### config.mk
export PLATFORM = sky130hd
export DESIGN_NAME = fetch_unit
export DESIGN_NICKNAME = d
export VERILOG_FILES = /design/src/rtl/fetch_unit.sv
export SDC_FILE = /design/constraint.sdc
export NUM_CORES = 1
export LEC_CHECK = 0
export ABC_CLOCK_PERIOD_IN_PS = 4820
export CAP_MARGIN = 10
export CORE_ASPECT_RATIO = 2
export CORE_MARGIN = 2
export CORE_UTILIZATION = 46
export DETAILED_ROUTE_END_ITERATION = 10
export GPL_ROUTABILITY_DRIVEN = 0
export PLACE_DENSITY = 0.83
export SKIP_LAST_GASP = 1
export SYNTH_ARGS = -nofsm -noshare
export SYNTH_HDL_FRONTEND = slang
export SYNTH_SLANG_ARGS = --single-unit
export TNS_END_PERCENT = 100
### constraint.sdc
create_clock -name clk -period 4.82 [get_ports clk]
set_input_delay 1.205 -clock clk [delete_from_list [all_inputs] [get_ports clk]]
set_output_delay 1.205 -clock clk [all_outputs]
set_load 0.02 [all_outputs]
### src/rtl/fetch_unit.sv
// Instruction fetch unit: owns the PC, requests instruction words from memory,
// and computes the next PC from decoded branch/jump control once execution completes.
module fetch_unit #(
  parameter logic [31:0] RESET_PC = 32'h0040_0000
) (
  input  logic        clk,
  input  logic        rst,
  output logic        imem_req,
  output logic [31:0] imem_addr,
  input  logic        imem_ack,
  input  logic [31:0] imem_rdata,
  output logic [31:0] instr,
  output logic        instr_valid,
  output logic [31:0] pc,
  output logic [31:0] pc_plus4,
  input  logic        branch,
  input  logic        bne,
  input  logic        bgez,
  input  logic        bgtz,
  input  logic        blez,
  input  logic        bltz,
  input  logic        jump,
  input  logic        jal,
  input  logic        jr,
  input  logic        iOp,
  input  logic        zero,
  input  logic [31:0] rs_val,
  input  logic        exec_done,
  output logic        halted,
  output logic        misalign
);

  typedef enum logic [1:0] {
    IDLE  = 2'd0,
    FETCH = 2'd1,
    EXEC  = 2'd2,
    HALT  = 2'd3
  } state_t;

  state_t      state_r;
  state_t      next_state_s;
  logic [31:0] next_pc_s;
  logic [31:0] branch_off_s;
  logic        taken_s;
  logic        rs_neg_s;
  logic        rs_zero_s;

  function automatic logic branch_taken(
    input logic b_eq, input logic b_ne, input logic b_gez, input logic b_gtz,
    input logic b_lez, input logic b_ltz, input logic z, input logic neg, input logic is_zero
  );
    return (b_eq & z) | (b_ne & ~z) | (b_gez & ~neg) | (b_ltz & neg) |
           (b_gtz & ~neg & ~is_zero) | (b_lez & (neg | is_zero));
  endfunction

  assign pc_plus4     = pc + 32'd4;
  assign imem_addr    = pc;
  assign rs_neg_s     = rs_val[31];
  assign rs_zero_s    = (rs_val == 32'd0);
  assign branch_off_s = {{14{instr[15]}}, instr[15:0], 2'b00};
  assign taken_s      = branch_taken(branch, bne, bgez, bgtz, blez, bltz, zero, rs_neg_s, rs_zero_s);

  // State transitions; memory acks only matter while a request is outstanding.
  always_comb begin
    next_state_s = state_r;
    case (state_r)
      IDLE:  next_state_s = FETCH;
      FETCH: begin
        if (imem_ack) next_state_s = EXEC;
        else          next_state_s = FETCH;
      end
      EXEC: begin
        if (exec_done) begin
          if (iOp) next_state_s = HALT;
          else     next_state_s = FETCH;
        end else begin
          next_state_s = EXEC;
        end
      end
      HALT:    next_state_s = HALT;
      default: next_state_s = IDLE;
    endcase
  end

  // Next-PC selection: jr beats jumps, jumps beat branches.
  always_comb begin
    next_pc_s = pc_plus4;
    if (jr)             next_pc_s = {rs_val[31:2], 2'b00};
    else if (jump | jal) next_pc_s = {pc_plus4[31:28], instr[25:0], 2'b00};
    else if (taken_s)   next_pc_s = pc_plus4 + branch_off_s;
    else                next_pc_s = pc_plus4;
  end

  // State, PC and all registered outputs.
  always_ff @(posedge clk) begin
    if (rst) begin
      state_r     <= IDLE;
      pc          <= RESET_PC;
      instr       <= 32'd0;
      instr_valid <= 1'b0;
      imem_req    <= 1'b0;
      halted      <= 1'b0;
      misalign    <= 1'b0;
    end else begin
      state_r     <= next_state_s;
      imem_req    <= (next_state_s == FETCH);
      instr_valid <= (state_r == FETCH) && imem_ack;
      misalign    <= (state_r == EXEC) && exec_done && !iOp && jr && (rs_val[1:0] != 2'b00);
      if ((state_r == FETCH) && imem_ack) begin
        instr <= imem_rdata;
      end
      if ((state_r == EXEC) && exec_done) begin
        if (iOp) halted <= 1'b1;
        else     pc     <= next_pc_s;
      end
    end
  end

endmodule

## Word-level counts from Yosys, hierarchy flattened

Index checks and enable logic that the tools add are counted.
Widths: inputs -> output; s select.

- Add/sub/neg operators: 2
- Equality and inequality tests: 4
- Muxes and demuxes: 7
- Bitwise gates (word level): 18
- Reductions and logical operators: 11

Operators with widths:

| kind | count |
|---|---|
| $mux 32 | 3 |
| $add 32x3->32 const B | 1 |
| $add 32x32->32 | 1 |
| $logic_not 32->1 | 1 |
| $pmux 2 s4 | 1 |
| $and 1x1->1 | 7 |
| $or 1x1->1 | 7 |
| $mux 2 | 3 |
| $logic_and 1x1->1 | 5 |
| $eq 2x1->1 const B | 2 |
| $eq 2x2->1 const B | 2 |
| $not 1->1 | 4 |
| $reduce_and 2->1 | 2 |
| $logic_not 2->1 | 1 |
| $reduce_bool 2->1 | 1 |
| $logic_not 1->1 | 1 |

- Bits in registers: 70
- Input port bits: 79
- Output and inout bits: 132

## Depth between registers and ports, before layout

Gate-level depths: netlist (run 1).

- Depth after elaboration: 10
- Mapped depth: 17
- Depth with buffers taken out: 16

## Least setup slack after synthesis (run 1)

No wires, ideal clock.

- Path type: reg-to-reg
- From: reg pc[2], in the netlist imem_addr[2]
- To: reg pc[31], in the netlist imem_addr[31]
- Arrival: 4134 ps
- Data required time: 4749 ps
- Slack: 615 ps
- Cell stages (with the launch flop): 17
- Clock period less this slack: 4205 ps
- Path through: dfxtp_1 ha_1 and4_1 nand4_1 nor2_1 and4_1 xor2_1 ha_1 nand4_1 nor4_4 o21ai_1 and3_4 a221o_1 o21ai_4 a2111oi_2 a2111oi_1 o2bb2ai_1

- Cells in the longest elaborated chain, start to end: 5

RTL lines:

| item | RTL line | text |
|---|---|---|
| from (decl) | 14 | `output logic [31:0] pc,` |
| from (signal assigned) | 114 | `else pc <= next_pc_s;` |
| $add 32x3->32 | 56 | `assign pc_plus4 = pc + 32'd4;` |
| net pc_plus4[24] | 15 | `output logic [31:0] pc_plus4,` |
| $add 32x32->32 | 90 | `else if (taken_s) next_pc_s = pc_plus4 + branch_off_s;` |
| $mux 32 | 90 |  |
| $mux 32 | 89 | `else if (jump \| jal) next_pc_s = {pc_plus4[31:28], instr[25:0], 2'b00};` |
| $mux 32 | 88 | `if (jr) next_pc_s = {rs_val[31:2], 2'b00};` |

The timed path passes the listed nets, and every way through them passes these cells.
A chain may end at the register's enable or synchronous reset.

## Worst setup path after layout (run 1)

- From: reg pc[2], in the netlist imem_addr[2]
- To: out pc_plus4[24]

- Cells in the longest elaborated chain, start to end: 1

RTL lines:

| item | RTL line |
|---|---|
| $add 32x3->32 | 56 |
| to (decl) | 15 |

Every way passes these cells.

==> results of run 1 <==
==> per-layer routing <==
layer,vias to the layer above,track usage
li1,3035,-
met1,3126,0.386
met2,435,0.593
met3,165,0.116
met4,0,0.285
met5,-,0.0167
==> area by class of cell <==
class | count | area share
multi-input combinational | 589 | 0.488
timing repair buffer | 226 | 0.276
sequential | 68 | 0.170
clock buffer | 9 | 0.0282
tap | 147 | 0.0230
clock inverter | 7 | 0.00940
inverter | 12 | 0.00564
==> kinds of logic (layout without fill, tap and decap cells) <==
kind of cell / after synthesis / after routing / share of synthesized area
compound gates: 215 / 215 / 0.263
xor+xnor: 49 / 49 / 0.0766
fa+ha+maj: 37 / 37 / 0.0825
buf+inv: 88 / 254 / 0.0836
flops: 68 / 68 / 0.239
mux: 6 / 6 / 0.0108
other cells: 1 / 6 / 0.000658
simple gates: 276 / 276 / 0.244
==> worst min-delay path by stage <==
stage                                      start                     end  slack (ns)  depth (start not counted)
after floorplan            state_r[0]$_SDFF_PP0_     halted$_SDFFE_PP0P_        0.56                          3
after global placement    instr[31]$_SDFFE_PP0P_  instr[31]$_SDFFE_PP0P_        0.46                          1
after detailed placement  instr[30]$_SDFFE_PP0P_  instr[30]$_SDFFE_PP0P_        0.47                          1
after CTS                 instr[28]$_SDFFE_PP0P_  instr[28]$_SDFFE_PP0P_        0.48                          1
after global routing      instr[30]$_SDFFE_PP0P_  instr[30]$_SDFFE_PP0P_        0.50                          1
final                     instr[28]$_SDFFE_PP0P_  instr[28]$_SDFFE_PP0P_        0.48                          1
==> synthesized netlist by cell type (3+ instances only) <==
cell,instances,area share
nor2b_1,3,0.0033
nor2_1,83,0.055
nand2b_1,3,0.0033
nor3_1,24,0.021
inv_1,12,0.0079
o21ai_0,28,0.025
a31oi_1,8,0.0088
dfxtp_1,68,0.24
nand2_1,80,0.053
xor2_1,15,0.023
o21ai_1,3,0.0026
nand4_1,17,0.019
nor3b_1,3,0.0040
a211oi_1,19,0.025
o31ai_1,3,0.0040
a211o_1,3,0.0046
a21oi_1,54,0.047
o211ai_1,5,0.0066
nor4_1,8,0.0088
and4_1,11,0.017
o21a_1,4,0.0053
clkbuf_1,29,0.019
or3_1,3,0.0033
a311oi_1,9,0.014
a21o_1,14,0.018
buf_4,36,0.047
nand3_1,17,0.015
buf_2,9,0.0079
xnor2_1,33,0.051
a22o_1,33,0.051
and3_1,6,0.0066
a221oi_1,6,0.0092
ha_1,36,0.079
mux2i_1,5,0.0088
o21bai_1,4,0.0053
==> registers in the layout, summed over array words and instances (netlist names) <==
register	flops
misalign	1
halted	1
instr_valid	1
imem_req	1
imem_addr	30
instr	32
state_r	2
==> through the flow <==
step	utilization	hold slack, ns	power [W]	setup slack [ns]	instances
global placement	0.634	0.462	0.00100	0.586	1042
finish	0.659	0.483	0.00170	0.303	1058
detailed placement	0.634	0.467	0.00100	0.479	1042
CTS	0.659	0.484	0.00168	0.439	1058
floorplan	-	0.563	0.000822	0.615	745
global route	0.659	0.505	0.00175	0.00313	1058
==> power breakdown <==
group          total, W  internal, W  switching (W)
Combinational  0.000392     0.000177       0.000215
Clock          0.000692     0.000403       0.000288
Sequential     0.000612     0.000584      0.0000278
==> worst register-to-register path, delay by kind of cell, from the launching register on <==
kind,cells,cell delay (ns)
compound gates,7,1.41
simple gates,5,1.41
fa+ha+maj,2,0.62
flops,1,0.44
xor+xnor,1,0.31
buf+inv,1,0.16
==> out/results.tsv, run 1 <==
stage	metric	value	unit
timing	final count of negative-setup-slack endpoints	0	
global_routing	overflow left after global routing	0	
clocking	# Post-CTS Setup Buffers	0	
worst_setup_path	RR Startpoint	imem_addr[2]$_SDFFE_PP0P_	
worst_setup_path	Crit path arrival time	3.31	ns
detailed_routing	vias per inst	6.39	
clocking	register clock-pin slew on the reported worst setup and hold paths	0.07	ns
die	top-level port count	211	
layout	share of layout cells above drive strength 1	0.0670	
detailed_routing	count of unresolved DRC violations after routing	0	
detailed_routing	via count	6761	
logic_synthesis	proportion of synthesized chip area in sequential cells	0.239	
timing	setup tns final	0	ns
logic_synthesis	predominant post-synthesis flop cell	dfxtp_1	
worst_setup_path	Most common cell on crit path	and4_1	
detailed_routing	Iter 0 DRT Violations	662	
worst_setup_path	critical path capture point	pc_plus4[24]	
die	standard cell core area	0.0121	mm2
layout	most frequent cells in the layout	203 x clkdlybuf4s50_1, 80 x nand2_1, 80 x nor2_1	
logic_synthesis	total number of yosys warnings	0	
job	MaxCap Viol Count	0	
power	peak supply drop	0.184	mV
clocking	later-pin clock latency in the skew report	0.35	ns
clocking	number of H-tree levels	3	
layout	final non-filler cell area	0.00799	mm2
worst_hold_path	kind of path behind the tightest hold check	reg -> reg	
timing	Slew Limit Headroom	0.315	
power	Leak Pwr	3.17	nW
layout	number of filler instances in the final layout	1060	
die	die width	82.7	um
timing	fin crit share	0.937	
global_routing	antenna violations before repair	0	
logic_synthesis	number of distinct library cells after synthesis	70	
worst_setup_path	delay of the slowest cell on the worst path	0.79	ns
logic_synthesis	Cell Area, Synth	0.00570	mm2
detailed_routing	Final Routed Wirelength	24000	um
clocking	Hold-fix buffers, CTS	0	
detailed_routing	top layer used by detailed routing	met4	
die	row count	57	
global_routing	global-route usage over all layers	0.370	
worst_setup_path	startpoint of the most critical setup path	imem_addr[2]$_SDFFE_PP0P_	
global_routing	via count of the first global-routing pass	6704	
worst_setup_path	worst reg2reg endpoint	imem_addr[31]$_SDFFE_PP0P_	
logic_synthesis	synthesized flop and latch total	68	
worst_setup_path	number of stages on the worst setup path	7	
timing	setup repair after global routing missed its margin	no	
detailed_routing	Routed met3 length	2090	um
worst_setup_path	type of the worst setup path	reg -> out	
detailed_routing	met2 wire length	11900	um
logic_synthesis	fraction of synthesis flops using an asynchronous set or reset pin	0	
timing	clock tree skew after final layout	0.00812	ns
logic_synthesis	Avg Synthesized Cell Area	7.70	um2
status	outcome	finished clean	
global_routing	maximum number of pins on one net before global-route repair	44	
timing	Final min period	4.52	ns
clocking	Max Buffers Root-to-Sink	2	
worst_setup_path	Reg2Reg Setup Slack	0.35	ns
die	Die Outline Area	0.0134	mm2
timing	FMAX	221	MHz
worst_setup_path	Max Fanout on Critical Path	7	
detailed_routing	WL/cell	22.7	um
detailed_routing	count of TritonRoute iterations in the first routing pass	6	
timing	number of failing hold endpoints at the final stage	0	
clocking	number of instances resized during post-cts repair	0	
power	total power density per cell area	212	mW/mm2
layout	Post-layout nets	1022	
worst_setup_path	Setup crit start kind	flop	
worst_setup_path	kind of cell adding the most delay to the critical path	simple AND/OR/NAND/NOR gates	
clocking	clock tree from TritonCTS	built	
timing	final slew viol count	0	
place	Placed Instance Area	0.00769	mm2
logic_synthesis	number of enable-type register cells in the synthesized netlist	0	
die	initial standard-cell utilization of the core	0.470	
layout	ANT cells	0	
layout	most frequent standard cell in the layout excluding fill and tap cells	clkdlybuf4s50_1	
global_routing	wire length of the first global-routing pass	36800	um
layout	Area Growth Syn to Fin	40.1	%
clocking	clk root buf	clkbuf_16	
detailed_routing	Post-Route M1 WL	7870	um
layout	area of combinational cells with multiple inputs	0.00389	mm2
clocking	sinks on the clock net	68	
clocking	number of buffers added by the clock tree synthesis step	9	
worst_setup_path	number of buffers and inverters on the critical path	1	
die	y dimension of the die	161	um
worst_setup_path	cell type of the slowest stage on the worst timing path	clkdlybuf4s50_1	
detailed_routing	antenna-violating nets left	0	
worst_setup_path	path depth of the worst reg2reg path	16	
logic_synthesis	Cells after Synth	740	
place	port bufs	204	
layout	total area of sequential cells	0.00136	mm2
place	post-detailed-placement half-perimeter wirelength	17900	um
worst_setup_path	sort of element at the end of the critical path	output pin	
timing	Worst Tran Pin Value	1.02	ns
worst_setup_path	cell-by-cell listing of the critical path	ha_1 > and4_1 > nand4_1 > nor2_1 > and4_1 > xor2_1 > clkdlybuf4s50_1	
worst_setup_path	Critical Path RT	3.62	ns
(Power assumes the default switching activity.)
==> run 2: changes to the inputs <==
Settings changed: ABC_CLOCK_PERIOD_IN_PS 4820 to 5300, CORE_UTILIZATION 46 to 31, PLACE_DENSITY 0.83 to default.
Clock period 4.82 ns to 5.3 ns, I/O delays scaled along.
==> out/results.tsv, run 2 (same netlist as run 1, synthesis figures left out) <==
stage	metric	value	unit	change
detailed_routing	count of TritonRoute iterations in the first routing pass	5		-1
layout	post-layout instance count excluding filler cells	1119		+5.8%
timing	Final min period	4.85	ns	
global_routing	antenna violations before repair	1		+1
power	total power density per cell area	196	mW/mm2	-7.5%
layout	max reg flops	32		unchanged
clocking	register clock-pin slew on the reported worst setup and hold paths	0.06	ns	about the same
worst_setup_path	Max Fanout on Critical Path	7		unchanged
clocking	number of instances resized during post-cts repair	0		unchanged
layout	most frequent standard cell in the layout excluding fill and tap cells	clkdlybuf4s50_1		
timing	fin crit share	0.915		
layout	Post-layout nets	1013		-0.88%
layout	Final Core Density	0.444		-0.215
worst_setup_path	Critical Path RT	3.97	ns	+0.35 ns
job	MaxCap Viol Count	0		unchanged
timing	setup tns final	0	ns	unchanged
global_routing	overflow left after global routing	0		unchanged
layout	share of layout cells above drive strength 1	0.0610		-0.00598
timing	final slew viol count	0		unchanged
power	peak supply drop	0.109	mV	-41%
power	portion of total power attributed to combinational logic	0.221		-0.010
clocking	clk root buf	clkbuf_16		
status	outcome	finished clean		
worst_hold_path	start point of the worst min-delay path	instr[30]$_SDFFE_PP0P_		
detailed_routing	WL/cell	21.8	um	-3.9%
layout	Area Growth Syn to Fin	41.2	%	
detailed_routing	Iter 0 DRT Violations	268		-60%
place	Placed Instance Area	0.00770	mm2	+0.24%
clocking	Max Buffers Root-to-Sink	2		unchanged
die	standard cell core area	0.0181	mm2	+50%
worst_setup_path	startpoint of the most critical setup path	imem_addr[2]$_SDFFE_PP0P_		
die	y dimension of the die	196	um	+21%
worst_setup_path	sort of element at the end of the critical path	output pin		
detailed_routing	Final Routed Wirelength	24400	um	+1.7%
place	port bufs	204		unchanged
global_routing	wire length of the first global-routing pass	36700	um	-0.32%
global_routing	global-route usage over all layers	0.247		-0.123
clocking	number of H-tree levels	3		unchanged
timing	number of failing hold endpoints at the final stage	0		unchanged
layout	final non-filler cell area	0.00805	mm2	+0.81%
power	total power	0.00158	W	-6.7%
worst_hold_path	kind of path behind the tightest hold check	reg -> reg		
timing	clock tree skew after final layout	0.0156	ns	+0.00745 ns
clocking	# Post-CTS Setup Buffers	0		unchanged
die	row count	70		+23%
power	Internal Dissipation	0.00112	W	-4.2%
detailed_routing	via count	6358		-6.0%
worst_setup_path	RR Startpoint	imem_addr[2]$_SDFFE_PP0P_		
timing	final count of negative-setup-slack endpoints	0		unchanged
clocking	number of buffers added by the clock tree synthesis step	9		unchanged
die	Die Outline Area	0.0196	mm2	+46%
power	switch share	0.295		-0.0185
clocking	later-pin clock latency in the skew report	0.35	ns	about the same
place	placed insts	1102		+5.8%
detailed_routing	vias per inst	5.68		-11%
place	post-detailed-placement half-perimeter wirelength	19300	um	+7.9%
layout	most frequent cells in the layout	203 x clkdlybuf4s50_1, 80 x nand2_1, 79 x nor2_1		
die	die width	99.9	um	+21%
power	Leak Pwr	3.13	nW	-1.0%
timing	Worst Tran Pin Value	0.773	ns	-0.247 ns
layout	number of filler instances in the final layout	1840		+74%
worst_setup_path	Setup crit start kind	flop		
clocking	Hold-fix buffers, CTS	0		unchanged
power	Clk network pwr share	0.425		+0.017
timing	setup repair after global routing missed its margin	no		
global_routing	maximum number of pins on one net before global-route repair	34		-23%
timing	Slew Limit Headroom	0.484		+0.169
clocking	sinks on the clock net	68		unchanged
worst_setup_path	type of the worst setup path	reg -> out		
power	fraction of power consumed by sequential logic	0.354		-0.007
power	total net switching power	0.000466	W	-12%
detailed_routing	count of unresolved DRC violations after routing	0		unchanged
detailed_routing	antenna-violating nets left	0		unchanged
die	initial standard-cell utilization of the core	0.314		-0.156
worst_setup_path	Crit path arrival time	3.53	ns	+0.22 ns
timing	FMAX	206	MHz	
layout	top register by number of flip-flops	instr		
global_routing	via count of the first global-routing pass	6371		-5.0%
die	top-level port count	211		unchanged
clocking	clock tree from TritonCTS	built		
==> run 2: path summary, 6_finish.rpt <==
check                               end  slack [ns]  cells after the start
min              instr[30]$_SDFFE_PP0P_        0.48                      1
max reg2reg  imem_addr[31]$_SDFFE_PP0P_        0.46                     16
max                        pc_plus4[24]        0.45                      7
min reg2reg      instr[30]$_SDFFE_PP0P_        0.48                      1
==> run 2: power by group through the flow <==
stage / registers (W) / logic [W] / clock network (W)
2_1_floorplan: 0.000585 / 0.000163 / 0
3_3_place_gp: 0.000571 / 0.000347 / 0
3_5_place_dp: 0.000571 / 0.000347 / 0
4_1_cts: 0.000560 / 0.000349 / 0.000691
5_1_grt: 0.000563 / 0.000374 / 0.000705
6_report: 0.000560 / 0.000349 / 0.000672
==> run 2: stage by stage <==
stage	hold slack, ns	worst slack (ns)
6_report	0.477	0.450
5_1_grt	0.496	0.114
4_1_cts	0.481	0.184
3_5_place_dp	0.463	0.182
3_3_place_gp	0.462	0.228
2_1_floorplan	0.563	1.09
==> run 2: area by class of cell <==
cell class,count,area (um2),share of cell area
multi-input combinational,589,3910,0.486
clock buffer,10,239,0.0297
clock inverter,6,87.6,0.0109
antenna,1,2.50,0.000311
timing repair buffer,217,2130,0.265
tap,216,270,0.0336
inverter,12,45.0,0.00559
sequential,68,1360,0.169
==> run 2: critical path, cell delays in order, from the launching register on <==
cell and delay [ns]:
dfxtp_1 0.50, ha_1 0.26, and4_1 0.36, nand4_1 0.37
nor2_2 0.38, and4_1 0.28, xor2_2 0.33, clkdlybuf4s50_1 0.70
==> run 2: metal layers <==
metal / vias up / GRT usage / share of wire
li1: 3008 / - / -
met4: 0 / 0.172 / 0.073
met2: 274 / 0.463 / 0.54
met1: 2998 / 0.243 / 0.34
met3: 78 / 0.0314 / 0.045
met5: - / 0 / 0
